$ cat src/rtl/heat_color_writer.sv
// Heat-map colour writer: scans one row of signed node amplitudes, bins each one
// against a programmable descending threshold table and streams RGB332 pixels out.
module heat_color_writer #(
    parameter int NODES   = 64,
    parameter int ROWS    = 64,
    parameter int DATA_W  = 32,
    parameter int NUM_THR = 7,
    localparam int COL_W  = $clog2(NODES),
    localparam int ROW_W  = $clog2(ROWS),
    localparam int ADDR_W = COL_W + ROW_W
) (
    input  logic              clk_50,
    input  logic              reset,
    input  logic              start,
    input  logic              auto_row,
    input  logic [ROW_W-1:0]  row_sel,
    output logic [COL_W-1:0]  rd_idx,
    input  logic [DATA_W-1:0] rd_val,
    input  logic              cfg_we,
    input  logic              cfg_sel,
    input  logic [2:0]        cfg_idx,
    input  logic [DATA_W-1:0] cfg_data,
    output logic              wr_valid,
    input  logic              wr_ready,
    output logic [ADDR_W-1:0] wr_addr,
    output logic [7:0]        wr_data,
    output logic              busy,
    output logic              done,
    output logic [ROW_W-1:0]  cur_row
);
    localparam int K_W  = $clog2(NUM_THR + 1);
    localparam int FRAC = DATA_W - 5;

    typedef enum logic [2:0] {IDLE, FETCH, CLASS, WRITE, DONE} state_t;

    function automatic logic [DATA_W-1:0] thr_default(input int i);
        logic [DATA_W-1:0] whole;
        whole = DATA_W'(NUM_THR - 1 - 2 * i);
        return whole << FRAC;
    endfunction

    function automatic logic [7:0] lut_default(input int i);
        logic [7:0] c;
        case (i)
            0:       c = 8'hE0;
            1:       c = 8'hE8;
            2:       c = 8'hCD;
            3:       c = 8'h00;
            4:       c = 8'h77;
            5:       c = 8'hF8;
            6:       c = 8'hE3;
            7:       c = 8'hFF;
            default: c = 8'h00;
        endcase
        return c;
    endfunction

    state_t             state_reg, state_next;
    logic [COL_W-1:0]   rd_idx_reg, rd_idx_next;
    logic [DATA_W-1:0]  val_q_reg, val_q_next;
    logic               wr_valid_reg, wr_valid_next;
    logic [ADDR_W-1:0]  wr_addr_reg, wr_addr_next;
    logic [7:0]         wr_data_reg, wr_data_next;
    logic [ROW_W-1:0]   cur_row_reg, cur_row_next;
    // Set once a scan has auto-advanced the row, so the next auto start continues from it.
    logic               row_chain_reg, row_chain_next;

    logic [DATA_W-1:0]  thr_reg [NUM_THR];
    logic [7:0]         lut_reg [NUM_THR+1];
    logic               cfg_wr;
    logic [NUM_THR-1:0] ge;
    logic [K_W-1:0]     band;
    logic [7:0]         color;

    assign cfg_wr = cfg_we && (state_reg == IDLE);

    always_ff @(posedge clk_50 or negedge reset) begin
        if (!reset) begin
            for (int i = 0; i < NUM_THR; i++) thr_reg[i] <= thr_default(i);
            for (int i = 0; i <= NUM_THR; i++) lut_reg[i] <= lut_default(i);
        end else if (cfg_wr) begin
            for (int i = 0; i < NUM_THR; i++)
                if (!cfg_sel && int'(cfg_idx) == i) thr_reg[i] <= cfg_data;
            for (int i = 0; i <= NUM_THR; i++)
                if (cfg_sel && int'(cfg_idx) == i) lut_reg[i] <= cfg_data[7:0];
        end
    end

    genvar gi;
    generate
        for (gi = 0; gi < NUM_THR; gi++) begin : g_cmp
            assign ge[gi] = $signed(val_q_reg) >= $signed(thr_reg[gi]);
        end
    endgenerate

    // Lowest matching index wins, so equality lands in the higher band.
    always_comb begin
        band = K_W'(NUM_THR);
        for (int i = NUM_THR - 1; i >= 0; i--)
            if (ge[i]) band = K_W'(i);
    end

    assign color = lut_reg[band];

    always_ff @(posedge clk_50 or negedge reset) begin
        if (!reset) begin
            state_reg     <= IDLE;
            rd_idx_reg    <= '0;
            val_q_reg     <= '0;
            wr_valid_reg  <= 1'b0;
            wr_addr_reg   <= '0;
            wr_data_reg   <= '0;
            cur_row_reg   <= '0;
            row_chain_reg <= 1'b0;
        end else begin
            state_reg     <= state_next;
            rd_idx_reg    <= rd_idx_next;
            val_q_reg     <= val_q_next;
            wr_valid_reg  <= wr_valid_next;
            wr_addr_reg   <= wr_addr_next;
            wr_data_reg   <= wr_data_next;
            cur_row_reg   <= cur_row_next;
            row_chain_reg <= row_chain_next;
        end
    end

    always_comb begin
        state_next     = state_reg;
        rd_idx_next    = rd_idx_reg;
        val_q_next     = val_q_reg;
        wr_valid_next  = wr_valid_reg;
        wr_addr_next   = wr_addr_reg;
        wr_data_next   = wr_data_reg;
        cur_row_next   = cur_row_reg;
        row_chain_next = row_chain_reg;
        case (state_reg)
            IDLE: begin
                if (start) begin
                    cur_row_next = (auto_row && row_chain_reg) ? cur_row_reg : row_sel;
                    rd_idx_next  = '0;
                    state_next   = FETCH;
                end
            end
            FETCH: begin
                val_q_next = rd_val;
                state_next = CLASS;
            end
            CLASS: begin
                wr_data_next  = color;
                wr_addr_next  = ADDR_W'(cur_row_reg) * ADDR_W'(NODES) + ADDR_W'(rd_idx_reg);
                wr_valid_next = 1'b1;
                state_next    = WRITE;
            end
            WRITE: begin
                if (wr_ready) begin
                    wr_valid_next = 1'b0;
                    if (rd_idx_reg == COL_W'(NODES - 1)) begin
                        state_next = DONE;
                    end else begin
                        rd_idx_next = rd_idx_reg + COL_W'(1);
                        state_next  = FETCH;
                    end
                end
            end
            DONE: begin
                state_next     = IDLE;
                row_chain_next = auto_row;
                if (auto_row)
                    cur_row_next = (cur_row_reg == ROW_W'(ROWS - 1)) ? '0
                                                                     : cur_row_reg + ROW_W'(1);
            end
            default: state_next = IDLE;
        endcase
    end

    assign rd_idx   = rd_idx_reg;
    assign wr_valid = wr_valid_reg;
    assign wr_addr  = wr_addr_reg;
    assign wr_data  = wr_data_reg;
    assign cur_row  = cur_row_reg;
    assign busy     = (state_reg == FETCH) || (state_reg == CLASS) || (state_reg == WRITE);
    assign done     = (state_reg == DONE);

endmodule
$ cat config.mk
export PLATFORM = sky130hd
export DESIGN_NAME = heat_color_writer
export DESIGN_NICKNAME = d
export VERILOG_FILES = /design/src/rtl/heat_color_writer.sv
export SDC_FILE = /design/constraint.sdc
export NUM_CORES = 1
export LEC_CHECK = 0
export ABC_AREA = 0
export CELL_PAD_IN_SITES_DETAIL_PLACEMENT = 2
export CELL_PAD_IN_SITES_GLOBAL_PLACEMENT = 2
export CORE_MARGIN = 5
export CORE_UTILIZATION = 40
export DETAILED_ROUTE_END_ITERATION = 10
export PLACE_DENSITY = 0.82
export SETUP_SLACK_MARGIN = 0.2
export SLEW_MARGIN = 10
export SYNTH_ARGS = -nofsm -noshare
export SYNTH_HDL_FRONTEND = slang
export SYNTH_SLANG_ARGS = --single-unit
$ cat constraint.sdc
create_clock -name clk_50 -period 4.7 [get_ports clk_50]
set_clock_uncertainty 0.1 [all_clocks]
set_input_delay 0.94 -clock clk_50 [delete_from_list [all_inputs] [get_ports clk_50]]
set_output_delay 0.94 -clock clk_50 [all_outputs]
set_load 0.005 [all_outputs]
**After elaboration in Yosys (flattened, before gate mapping)**

Index checks and enable logic that the tools add are counted.

- Register bits: 357
- Input port bits: 80

- Add/subtract/negate cells: 3
- Magnitude comparators: 8
- Eq/ne operators: 18
- Multiplexer cells: 25
- Bitwise operators: 1
- Reductions and logical operators: 44

Operators with widths:

| operator | number |
|---|---|
| 32-bit >= comparator | 7 |
| 6-bit two-way mux | 7 |
| 2-bit AND reduction | 17 |
| 3-bit two-way mux | 9 |
| 8-bit binary-select mux with 3-bit select | 1 |
| 6-bit one-hot mux with 2 select lines | 2 |
| 1-bit logical AND | 17 |
| 8-bit two-way mux | 2 |
| 3-bit equality test (second input constant) | 5 |
| 12-bit by 6-bit adder with 12-bit output | 1 |
| 6-bit by 1-bit adder with 6-bit output (second input constant) | 2 |
| 3-bit by 2-bit equality test with 1-bit output (second input constant) | 4 |
| 6-bit equality test (second input constant) | 2 |
| 3-bit one-hot mux with 4 select lines | 1 |
| 2-bit != test (second input constant) | 5 |
| 4-bit AND reduction | 2 |
| 3-bit by 1-bit equality test with 1-bit output (second input constant) | 2 |
| 3-bit logical NOT | 2 |
| 2-bit nonzero test | 3 |
| 4-bit >= comparator (second input constant) | 1 |
| 3-bit NOT with 4-bit output | 1 |
| 1-bit logical OR | 2 |
| 1-bit two-way mux | 2 |
| 1-bit one-hot mux with 2 select lines | 1 |
| 1-bit logical NOT | 1 |

**Depth between registers and ports, before layout**

- Word-level depth: 12
- Depth in mapped cells: 14

**Least setup slack after synthesis**

OpenSTA, ideal clock, no wires.

- Path kind: register to register
- Start point: reg val_q_reg[14]
- End point: reg wr_data_reg[5], in the netlist wr_data[5]
- Library setup time: 0.092 ns
- Arrival time: 3.207 ns
- Required time: 4.508 ns
- Setup slack: 1.301 ns
- Stages on the path, launching flop included: 14
- Path buffers: 2
- Path through: dfrtp_1 > ha_1 > a21oi_2 > nand2_1 > a221o_1 > o31a_1 > nor4_4 > mux2_4 > o211ai_4 > and2_4 > buf_6 > buf_12 > a211oi_2 > o31ai_2

- Word-level cells in the longest chain between the ends: 12
- Elaborated cells on any way between the ends: 18
- Those cells by class: 7 x order compare; 10 x mux; 1 x bitwise

Ends and longest elaborated chain:

| what | RTL line | RTL |
|---|---|---|
| start: declaration | 60 | `logic [DATA_W-1:0] val_q_reg, val_q_next;` |
| start signal: assignment | 118 | `val_q_reg <= val_q_next;` |
| 32-bit >= comparator | 92 | `assign ge[gi] = $signed(val_q_reg) >= $signed(thr_reg[gi]);` |
| 1-bit two-way mux | 100 | `if (ge[i]) band = K_W'(i);` |
| 3-bit two-way mux (5 in series) | 100 |  |
| 3-bit two-way mux (*) | 100 |  |
| 3-bit NOT with 4-bit output (implied by the code) (*) | 103 | `assign color = lut_reg[band];` |
| 8-bit binary-select mux with 3-bit select (*) | 103 |  |
| 8-bit two-way mux (implied by the code) (*) (2 in series) | 103 |  |
| end signal: assignment | 121 | `wr_data_reg <= wr_data_next;` |
| end: declaration | 63 | `logic [7:0] wr_data_reg, wr_data_next;` |

Mark *: on every way between the ends. The rest lies on a longest branch, timed or not. The select of a mux whose other input is x is not followed.
A chain may end at the register's enable or synchronous reset.

**Worst setup path after layout**

- Start point: reg thr_reg[63] (netlist name)
- End point: reg wr_data_reg[5], in the netlist wr_data[5]

- Word-level cells in the longest chain between the ends: 11

Ends and longest elaborated chain:

| what | RTL line | RTL |
|---|---|---|
| start: declaration | 68 | `logic [DATA_W-1:0] thr_reg [NUM_THR];` |
| 32-bit >= comparator | 92 |  |
| 3-bit two-way mux (6 in series) | 100 |  |
| 3-bit NOT with 4-bit output (implied by the code) | 103 |  |
| 8-bit binary-select mux with 3-bit select | 103 |  |
| 8-bit two-way mux (implied by the code) (2 in series) | 103 |  |

No other way between the ends. The select of a mux whose other input is x is not followed.

==> results.py <==
metrics = {
    "pwr": {
        "power_mw": 14.9,
        "p_leak_nw": 11.0,
        "ir_drop_mv": 0.318,
        "power_density_mw_per_mm2": 634,
    },
    "logic_synthesis": {
        "synth.top_cell.area_share": 0.383,
        "synth_top_family_by_area": "adder cells",
        "ys.warnings.count": 0,
        "synth.yosys.seq_area_share": 0.449,
        "synth_top_area_cell": "dfrtp_1",
        "synth_area_leaders": "dfrtp_1 (38%), ha_1 (14%), mux2_2 (11%)",
        "ys_async_sr_fraction": 1.00,
        "synth_seq_cells": 357,
        "netlist_area_mm2": 0.0200,
        "synthAdderAreaFrac": 0.141,
        "synth_flop_cell": "dfrtp_1",
        "synthesis.nets": 2278,
        "synth_xor_xnor_area_share": 0.000874,
        "syn_area_per_cell_um2": 10.2,
        "syn_inst": 1972,
        "yosys.cell_types.count": 72,
        "synth_edf_count": 0,
        "synthSimpleGateAreaFrac": 0.112,
        "synth.area.mux_share": 0.119,
        "synth_compound_area_frac": 0.119,
    },
    "placement": {
        "dpl.cell_count": 2728,
        "gp_congestion": 0.848,
        "io_buffers": 114,
        "place.detailed.hpwl_mm": 48.9,
        "placed_cell_area_mm2": 0.0221,
    },
    "floorplan": {
        "start_util": 0.402,
        "die_h_um": 234,
        "die_area_mm2": 0.0547,
        "rows": 82,
        "core_mm2": 0.0499,
        "die_x_um": 234,
        "ios": 115,
    },
    "routing": {
        "drc": 0,
        "wl_per_cell_um": 25.7,
        "wl_mm": 72.1,
        "drt-initial-drc-count": 834,
        "vias": 15800,
        "firstDrtPassIters": 5,
        "ant_nets": 0,
        "viasPerCell": 5.61,
    },
    "clock_network": {
        "cts_sinks": 357,
        "htreeDepth": 2,
        "root_buffer": "clkbuf_16",
        "clockBufferDepth": 3,
        "clk_pin_slew_ns": 0.06,
        "clock_latency_ns": 0.58,
        "cts_made_buffers": 43,
        "cts_tree": "built",
    },
    "critical_path": {
        "crit_path_max_fanout": 8,
        "critical_path.max_stage_delay_ns": 0.77,
        "path_cells": "inv_1, ha_1, nand4_1, nor4_1, o31a_1, nor4_4, mux2_4, o211ai_1, nand3_1, and3b_1, o31ai_2",
        "critPathLaunchType": "flip-flop",
        "r2r-start": "thr_reg[63]",
        "cp-startpoint": "thr_reg[63]",
        "worst_setup_path_end_kind": "flip-flop",
        "critPathKind": "reg -> reg",
        "cp.arrival_ns": 4.76,
        "slowest_stage": "nor4_1",
        "cp.required_ns": 5.07,
    },
    "sta": {
        "setup_viol": 0,
        "rsz0062_at_grt": "no",
        "slew_violations": 0,
        "hold_viol": 0,
        "worstMarginPinSlew_ns": 1.02,
        "setup-tns-final_ns": 0,
        "timing.fmax_mhz": 228,
        "period_needed_ns": 4.39,
        "slew_headroom": 0.315,
        "fin_crit_sh": 0.934,
    },
    "final_layout": {
        "largest_reg_flops": 224,
        "final_util": 0.472,
        "final_common_cell": "dfrtp_1",
        "final_cell_mix": "dfrtp_1 (307), nand2_1 (263), inv_1 (237)",
        "fillCellCount": 5171,
        "drive_above_1_share": 0.189,
        "fin_cells": 2808,
        "diodes": 0,
        "syn_to_final_growth_pct": 17.3,
        "final_cell_area_mm2": 0.0235,
        "nets": 2408,
    },
    "run": {
        "max_cap_viol_count": 0,
    },
    "global_route": {
        "grt_pass1_wl_mm": 112,
        "grt_pass1_vias": 18400,
        "grt_max_degree": 101,
        "overflow": 0,
        "grtUsageTotal": 0.264,
        "antenna_found_initial": 0,
    },
    "status": {
        "status": "finished clean",
    },
    "worst_hold_path": {
        "min-delay-path-class": "in -> async",
    },
}
[kinds of logic (layout without fill, tap and decap cells)]
family	count (synthesis)	after routing
DFF	357	357
buffers and inverters	304	468
xor gates and xnor gates	2	2
and+or+nand+nor	477	477
adders and majority gates	226	226
AOI/OAI and AO/OA	395	395
muxes	211	211
[critical path, delay by kind of cell (launching register included)]
family	cells	cell delay, ns
and+or+nand+nor	5	1.53
AOI/OAI and AO/OA	3	1.28
DFF	1	0.53
adders and majority gates	1	0.42
muxes	1	0.36
buffers and inverters	1	0.05
[path summary, 6_finish.rpt]
| path | endpoint | slack [ns] | cells past startpoint |
|---|---|---|---|
| max | wr_data[5] | 0.31 | 11 |
| min | val_q_reg[18] | 0.29 | 1 |
| max reg2reg | wr_data[5] | 0.31 | 11 |
| min reg2reg | wr_valid | 0.38 | 2 |
| max in group asynchronous | thr_reg[221] | 3.15 | 2 |
| min in group clk_50 | wr_valid | 0.38 | 2 |
[layer usage]
metal,GRT usage,vias to the layer above,part of all wire,routed length [um]
li1,-,7100,-,-
met5,0,-,0,0
met4,0.0734,0,0.029,2110
met2,0.484,232,0.52,37200
met3,0.0383,117,0.032,2290
met1,0.324,8311,0.42,30500
[final cells by class]
type,count,area (um^2),share of cell area
inverter,237,890,0.0378
multi-input combinational,1311,9910,0.422
tap,672,841,0.0358
sequential,357,9000,0.383
clock inverter,8,40.0,0.00170
clock buffer,71,1350,0.0576
timing repair buffer,152,1480,0.0630
[cell usage after synthesis, types with 5 or more instances]
cell      instances
a211oi_1         23
a211oi_2         10
a21o_1           24
a21oi_1          95
and2_1            7
and3_1            8
and3b_1           8
buf_1            10
clkbuf_1         50
dfrtp_1         307
dfstp_2          50
ha_1            226
inv_1           237
mux2_2          204
mux2i_1           5
nand2_1         266
nand2b_1          6
nand3_1          41
nand4_1          47
nor2_1           37
nor2b_1          15
nor3_1           13
nor3b_1           5
nor4_1            5
o211ai_1          8
o21ai_0         181
o31ai_1          11
[power by group]
group          leakage (nW)  total, mW  internal (mW)  switching (mW)
logic                  6.17       6.65           2.66            3.99
registers              4.15       4.91           4.05           0.858
clock network         0.695       3.35           1.96            1.39
total                  11.0       14.9           8.67            6.24
[through the flow]
step,setup WS (ns),hold slack [ns]
2_1_floorplan,1.30,0.367
3_3_place_gp,0.242,0.363
3_5_place_dp,0.237,0.373
4_1_cts,0.298,0.355
5_1_grt,0.209,0.387
6_report,0.310,0.287
[what timing repair did]
action	CTS	global route
hold endpoints to repair	0	0
hold buffers	0	0
setup endpoints to repair	8	8
buffers inserted	0	1
resized for setup	1	0
pin swaps	0	2
Power figures use the tool's default switching activity.
